===== src/rtl/pixel_pkg.sv =====
// pixel_pkg: shared capture-controller types.
// FSM state encoding and the 10-bit buffered pixel entry layout.
package pixel_pkg;

  localparam int ENTRY_W = 10;

  typedef enum logic [1:0] {
    ST_IDLE    = 2'd0,
    ST_ARMED   = 2'd1,
    ST_CAPTURE = 2'd2,
    ST_DROP    = 2'd3
  } cap_state_e;

  typedef struct packed {
    logic [7:0] data;
    logic       sof;
    logic       eol;
  } pix_entry_t;

endpackage


===== src/rtl/pixel_fifo.sv =====
// pixel_fifo: first-word-fall-through buffer, power-of-two depth (>= 2).
// A push into a full buffer succeeds when a pop happens on the same edge.
module pixel_fifo
  import pixel_pkg::*;
#(
  parameter int FIFO_DEPTH = 4,
  parameter int WIDTH      = ENTRY_W
) (
  input  logic             clk,
  input  logic             rst,
  input  logic             push_i,
  input  logic [WIDTH-1:0] wdata_i,
  input  logic             pop_i,
  output logic [WIDTH-1:0] rdata_o,
  output logic             full_o,
  output logic             empty_o
);

  localparam int AW = $clog2(FIFO_DEPTH);
  localparam logic [AW:0] FULL_CNT = (AW+1)'(FIFO_DEPTH);

  logic [WIDTH-1:0] mem_q [FIFO_DEPTH];
  logic [AW-1:0]    wr_q;
  logic [AW-1:0]    rd_q;
  logic [AW:0]      cnt_q;
  logic             do_push;
  logic             do_pop;

  assign empty_o = (cnt_q == '0);
  assign full_o  = (cnt_q == FULL_CNT);
  assign do_pop  = pop_i & ~empty_o;
  assign do_push = push_i & (~full_o | do_pop);
  assign rdata_o = mem_q[rd_q];

  // Pointer and occupancy bookkeeping.
  always_ff @(posedge clk) begin
    if (rst) begin
      wr_q  <= '0;
      rd_q  <= '0;
      cnt_q <= '0;
    end else begin
      if (do_push) wr_q <= wr_q + 1'b1;
      if (do_pop)  rd_q <= rd_q + 1'b1;
      unique case ({do_push, do_pop})
        2'b10:   cnt_q <= cnt_q + 1'b1;
        2'b01:   cnt_q <= cnt_q - 1'b1;
        default: cnt_q <= cnt_q;
      endcase
    end
  end

  // Storage array; contents are don't-care while empty.
  always_ff @(posedge clk) begin
    if (do_push) mem_q[wr_q] <= wdata_i;
  end

endmodule


===== src/rtl/frame_capture_ctrl.sv =====
// frame_capture_ctrl: arms on command, captures whole frames into a FWFT FIFO.
// Define FRAME_CAPTURE_SIZE_CHECK_EN to add the sticky size_err output.
module frame_capture_ctrl
  import pixel_pkg::*;
#(
  parameter int W_BITS     = 12,
  parameter int FIFO_DEPTH = 4
) (
  input  logic              clk_fast,
  input  logic              rst,
  input  logic [7:0]        pix_data,
  input  logic              pix_valid,
  input  logic              fval,
  input  logic              lval,
  input  logic              cmd_start,
  input  logic              cmd_stop,
  input  logic              cfg_continuous,
  input  logic [W_BITS-1:0] cfg_width,
  output logic [7:0]        m_data,
  output logic              m_sof,
  output logic              m_eol,
  output logic              m_valid,
  input  logic              m_ready,
  output logic              busy,
  output logic              frame_done,
  output logic [15:0]       frame_cnt,
  output logic              overflow
`ifdef FRAME_CAPTURE_SIZE_CHECK_EN
  ,
  output logic              size_err
`endif
);

  cap_state_e        state_q, state_d;
  logic              fval_q, lval_q;
  logic              stop_q, stop_d;
  logic              sof_q, sof_d;
  logic              ovf_q, ovf_d;
  logic              done_q, done_d;
  logic [15:0]       cnt_q, cnt_d;
  logic [W_BITS-1:0] col_q, col_d;
`ifdef FRAME_CAPTURE_SIZE_CHECK_EN
  logic              serr_q, serr_d;
`endif

  logic       fval_rise, fval_fall, lval_fall;
  logic       pix_hit, can_push, push, pop;
  logic       fifo_full, fifo_empty;
  logic       eol;
  pix_entry_t wr_entry, rd_entry;

  assign fval_rise = fval & ~fval_q;
  assign fval_fall = ~fval & fval_q;
  assign lval_fall = ~lval & lval_q;
  assign pix_hit   = pix_valid & fval & lval;
  assign pop       = ~fifo_empty & m_ready;
  assign can_push  = ~fifo_full | pop;
  assign push      = (state_q == ST_CAPTURE) & pix_hit & can_push;
  assign eol       = (col_q == cfg_width - W_BITS'(1));

  assign wr_entry = '{data: pix_data, sof: sof_q, eol: eol};

  pixel_fifo #(
    .FIFO_DEPTH (FIFO_DEPTH),
    .WIDTH      (ENTRY_W)
  ) u_fifo (
    .clk     (clk_fast),
    .rst     (rst),
    .push_i  (push),
    .wdata_i (wr_entry),
    .pop_i   (pop),
    .rdata_o (rd_entry),
    .full_o  (fifo_full),
    .empty_o (fifo_empty)
  );

  assign m_data     = rd_entry.data;
  assign m_sof      = rd_entry.sof;
  assign m_eol      = rd_entry.eol;
  assign m_valid    = ~fifo_empty;
  assign busy       = (state_q != ST_IDLE);
  assign frame_done = done_q;
  assign frame_cnt  = cnt_q;
  assign overflow   = ovf_q;
`ifdef FRAME_CAPTURE_SIZE_CHECK_EN
  assign size_err   = serr_q;
`endif

  // State and control registers.
  always_ff @(posedge clk_fast) begin
    if (rst) begin
      state_q <= ST_IDLE;
      fval_q  <= 1'b0;
      lval_q  <= 1'b0;
      stop_q  <= 1'b0;
      sof_q   <= 1'b0;
      ovf_q   <= 1'b0;
      done_q  <= 1'b0;
      cnt_q   <= '0;
      col_q   <= '0;
`ifdef FRAME_CAPTURE_SIZE_CHECK_EN
      serr_q  <= 1'b0;
`endif
    end else begin
      state_q <= state_d;
      fval_q  <= fval;
      lval_q  <= lval;
      stop_q  <= stop_d;
      sof_q   <= sof_d;
      ovf_q   <= ovf_d;
      done_q  <= done_d;
      cnt_q   <= cnt_d;
      col_q   <= col_d;
`ifdef FRAME_CAPTURE_SIZE_CHECK_EN
      serr_q  <= serr_d;
`endif
    end
  end

  // Next-state, frame accounting and column tracking.
  always_comb begin
    state_d = state_q;
    stop_d  = stop_q;
    sof_d   = sof_q;
    ovf_d   = ovf_q;
    done_d  = 1'b0;
    cnt_d   = cnt_q;
    col_d   = col_q;
`ifdef FRAME_CAPTURE_SIZE_CHECK_EN
    serr_d  = serr_q;
`endif

    if (lval_fall) begin
      col_d = '0;
    end else if (push && (col_q != '1)) begin
      col_d = col_q + W_BITS'(1);
    end

    unique case (state_q)
      ST_IDLE: begin
        stop_d = 1'b0;
        if (cmd_start && !cmd_stop) begin
          state_d = ST_ARMED;
          ovf_d   = 1'b0;
`ifdef FRAME_CAPTURE_SIZE_CHECK_EN
          serr_d  = 1'b0;
`endif
        end
      end
      ST_ARMED: begin
        if (cmd_stop) begin
          state_d = ST_IDLE;
        end else if (fval_rise) begin
          state_d = ST_CAPTURE;
          sof_d   = 1'b1;
        end
      end
      ST_CAPTURE: begin
        if (cmd_stop) stop_d = 1'b1;
        if (push) sof_d = 1'b0;
`ifdef FRAME_CAPTURE_SIZE_CHECK_EN
        if (lval_fall && (col_q != cfg_width)) serr_d = 1'b1;
        if (push && (col_q >= cfg_width))      serr_d = 1'b1;
`endif
        if (pix_hit && !can_push) begin
          ovf_d   = 1'b1;
          state_d = ST_DROP;
        end else if (fval_fall) begin
          done_d = 1'b1;
          cnt_d  = cnt_q + 16'd1;
          stop_d = 1'b0;
          if (cfg_continuous && !(stop_q || cmd_stop)) begin
            state_d = ST_ARMED;
          end else begin
            state_d = ST_IDLE;
          end
        end
      end
      ST_DROP: begin
        if (fval_fall) begin
          state_d = ST_IDLE;
          stop_d  = 1'b0;
        end
      end
      default: state_d = ST_IDLE;
    endcase
  end

endmodule


===== config.mk =====
export PLATFORM = sky130hd
export DESIGN_NAME = frame_capture_ctrl
export DESIGN_NICKNAME = d
export VERILOG_FILES = /design/src/rtl/pixel_pkg.sv /design/src/rtl/pixel_fifo.sv /design/src/rtl/frame_capture_ctrl.sv
export SDC_FILE = /design/constraint.sdc
export NUM_CORES = 1
export LEC_CHECK = 0
export BUFFER_PORTS_ARGS = -buffer_cell sky130_fd_sc_hd__buf_2
export CAP_MARGIN = 20
export CORE_MARGIN = 3
export CORE_UTILIZATION = 49
export CTS_CLUSTER_DIAMETER = 120
export DETAILED_ROUTE_END_ITERATION = 10
export PLACE_DENSITY = 0.7
export SLEW_MARGIN = 0
export SYNTH_ARGS = -nofsm -noshare
export SYNTH_HDL_FRONTEND = slang
export SYNTH_SLANG_ARGS = --single-unit

===== constraint.sdc =====
create_clock -name clk_fast -period 7.7 [get_ports clk_fast]
set_input_delay 1.54 -clock clk_fast [delete_from_list [all_inputs] [get_ports clk_fast]]
set_output_delay 1.54 -clock clk_fast [all_outputs]
set_load 0.02 [all_outputs]

==> flow_summary_export.csv <==
group,metric,value,unit
hold_path,holdPathEnd,"overflow",
sta,hold_viol,0,
cts,cts-buffers-inserted,9,
sta,tns,0,ns
route,drtPass1Iterations,4,
cts,postCtsSetupBuffers,0,
yosys,synth-simple-area-share,17.4,%
place,dpl.cell_count,488,
cts,htreeDepth,3,
sta,setup_violations,0,
floorplanning,core,7490,um2
route,ant_nets,0,
yosys,synth_adder_area_share,3.07,%
critical_path,cp-start-kind,"input pin",
yosys,syn-num-nets,384,
finish,syn2layout_area_growth,14.1,%
hold_path,whs_path_depth,2,
critical_path,r2r.worst_path.cells,9,
yosys,ys_warn_count,0,
sta,worst_slew_pin_slew,1.03,ns
route,routed_wirelength,7.04,mm
yosys,synth_top_family_by_area,"simple AND/OR/NAND/NOR gates",
cts,insertion_delay,0.35,ns
finish,final_nets,438,
sta,fmax,0.283,GHz
yosys,ys_top_cells_by_area,"edfxtp_1, dfxtp_1, mux4_2",
critical_path,crit_required,7.81,ns
sta,skew,0.00943,ns
sta,fin_crit_sh,45.9,%
yosys,synth_cell_types,52,
cts,clockRootBuffer,"clkbuf_8",
cts,cts_resized,0,
yosys,mappedNetlistArea,3910,um2
cts,cts_hold_buffers,0,
route,wl_per_cell,14.0,um
yosys,synth-compound-area-share,5.92,%
grt,grt-ovfl-total,0,
floorplanning,die_width,95.3,um
critical_path,path_cells,"buf_2 -> inv_1 -> ha_1 -> or3_1 -> o32ai_1 -> a221oi_1 -> a2111o_1 -> a2111oi_2",
critical_path,r2r_slack,5.06,ns
floorplanning,start_util,52.2,%
cts,path_clk_slew,0.08,ns
yosys,synth.area.mux_share,6.28,%
yosys,async_flop_share,0,%
grt,grt_pass1_vias,2514,
critical_path,regToRegStartpoint,"u_fifo.cnt_q[0]",
yosys,postSynthCellCount,346,
yosys,synth_xor_area_share,10.7,%
grt,antenna_found_initial,0,
place,hpwl,5.01,mm
outcome,status,"completed",
grt,grt_usage,16.8,%
critical_path,r2r-end,"u_fifo.cnt_q[2]",
cts,numClockSinks,85,
cts,cts_tree,"yes",
finish,finalInstanceArea,4460,um2
sta,drv_slew,0,
yosys,synth_edf_count,40,
critical_path,end_kind,"flip-flop",
power,power.density,185,nW/um2
critical_path,critPathMaxFanout,13,
sta,rsz0062_at_grt,"false",
critical_path,crit_path_max_incr_delay,0.42,ns
floorplanning,ioPinCount,59,
critical_path,slowest_stage,"or3_1",
route,drc,0,
floorplanning,die_height,95.3,um
yosys,synthFlopType,"dfxtp_1",
power,ir_worst_vdd,0.0000913,V
grt,grt_pass1_wl,11.7,mm
hold_path,min_from,"overflow",
yosys,yosysTopAreaCell,"edfxtp_1",
yosys,synth_top_area_share,30.7,%
critical_path,cp.arrival,3.64,ns
route,vias,2644,
sta,finalCriticalPeriod,3.53,ns
power,power_leakage,1.59,nW
critical_path,crit_buf_inv,2,
floorplanning,dieArea,9080,um2
place,gp_congestion,0.799,
critical_path,path_class,"input pin to flip-flop",
finish,stdcell_count,504,
finish,nFillCells,635,
hold_path,hp-class,"flip-flop to flip-flop",
run,drv_cap,0,
grt,grt_max_degree,34,
place,port_buffers,58,
cts,clockBufferDepth,2,
route,avgViaCountPerCell,5.25,
finish,drive_above_1_share,23.0,%
place,dpl_cell_area,4260,um2
yosys,synth_seq_cells,85,
yosys,syn_avg_cell_area,11.3,um2
route,drt-initial-drc-count,94,
finish,antenna_cells,0,
critical_path,crit_family,"compound AO/OA/AOI/OAI gates",
sta,maxSlewHeadroom,30.4,%
yosys,yosysSeqAreaShare,53.8,%
floorplanning,rows,31,
[flip-flops by register name (all words and copies together), names as in the netlist, named ones only]
name and flops:
u_fifo.mem_q 40, sof_q 1, frame_done 1, u_fifo.wr_q 2
u_fifo.rd_q 2, stop_q 1, u_fifo.cnt_q 3, lval_q 1
state_q 2, fval_q 1, overflow 1, frame_cnt 16
col_q 12
[cells in the mapped netlist (3+ instances only)]
cell type   n
ha_1        8
nand2_1    21
a21oi_1     8
nand3_1    11
mux4_2     10
xnor2_1    25
nor2b_1     5
nor2_1     45
nand4_1     9
nor3_1     10
edfxtp_1   40
and2_1      5
dfxtp_1    45
clkbuf_1   10
o21ai_0     9
and3_1      3
xor2_1     21
buf_2       3
inv_1      12
or3_1       6
[final cells by class]
type                            instances  area [um2]  share of cell area (%)
Tap cell                               99         124                    2.78
Multi-Input combinational cell        233        1700                    38.0
Clock inverter                          7        72.6                    1.63
Clock buffer                            9         124                    2.78
Sequential cell                        85        2100                    47.2
Timing Repair Buffer                   58         290                    6.51
Inverter                               13        48.8                    1.09
[logic make-up (layout without fill, tap and decap cells)]
logic type / after synthesis / in the layout
flip-flops: 85 / 85
AO/OA/AOI/OAI: 34 / 34
XOR/XNOR: 47 / 47
adder cells (fa/ha/maj): 9 / 9
multiplexers: 12 / 12
AND/OR/NAND/NOR: 131 / 131
buffers and inverters: 28 / 87
[worst register-to-register path: cells and delay by family (launching register included)]
kind	cells	cell delay (ns)
compound gates	1	0.14
xor+xnor	1	0.16
fa+ha+maj	2	0.55
buf+inv	2	0.17
flops	1	0.34
simple gates	3	1.20
[cell usage in the layout, fill, tap and decap left out, types with 3 or more instances in the layout]
cell,synthesis,final
a21oi_1,8,8
and2_1,5,5
and3_1,3,3
buf_2,3,58
clkbuf_8,0,9
dfxtp_1,45,45
edfxtp_1,40,40
ha_1,8,8
inv_1,12,12
mux4_2,10,10
nand2_1,21,21
nand3_1,11,11
nand4_1,9,9
nor2_1,45,45
nor2b_1,5,5
nor3_1,10,10
o21ai_0,9,9
or3_1,6,6
xnor2_1,25,25
xor2_1,21,21
[per-stage QoR]
step | utilization (%) | hold slack [ns] | total power, W | setup slack [ns]
2_1_floorplan | - | 0.455 | 0.000506 | 4.22
3_3_place_gp | 56.9 | 0.471 | 0.000522 | 3.91
6_report | 59.5 | 0.490 | 0.000824 | 4.17
5_1_grt | 59.5 | 0.508 | 0.000860 | 3.98
3_5_place_dp | 56.9 | 0.478 | 0.000523 | 3.80
4_1_cts | 59.5 | 0.494 | 0.000832 | 4.18
[metal layers]
metal  global-route usage [%]  part of all wire (%)  up-vias
li1                         -                     -     1335
met1                     21.7                    47     1253
met2                     26.9                    47       45
met3                     3.71                   3.6       11
met4                     7.57                   1.8        0
met5                        0                     0        -
[how the worst max path moves through the flow]
stage,slack [ns],startpoint,to,cells after the start
2_1_floorplan,4.22,m_ready,u_fifo.cnt_q[2],9
3_3_place_gp,3.91,m_ready,u_fifo.cnt_q[2],10
3_5_place_dp,3.80,m_ready,u_fifo.cnt_q[2],10
4_1_cts,4.18,m_ready,u_fifo.cnt_q[2],10
6_report,4.17,cfg_width[0],u_fifo.mem_q[2][0],8
5_1_grt,3.98,cfg_width[0],u_fifo.mem_q[2][0],8
[where the power goes]
| part | leakage, nW | switching, W | internal [W] | total [W] |
|---|---|---|---|---|
| Sequential | 0.724 | 0.00000204 | 0.000473 | 0.000475 |
| Combinational | 0.773 | 0.0000222 | 0.0000156 | 0.0000378 |
| Clock | 0.0922 | 0.000161 | 0.000151 | 0.000311 |
Note: power is estimated with default switching activity, not from simulation.
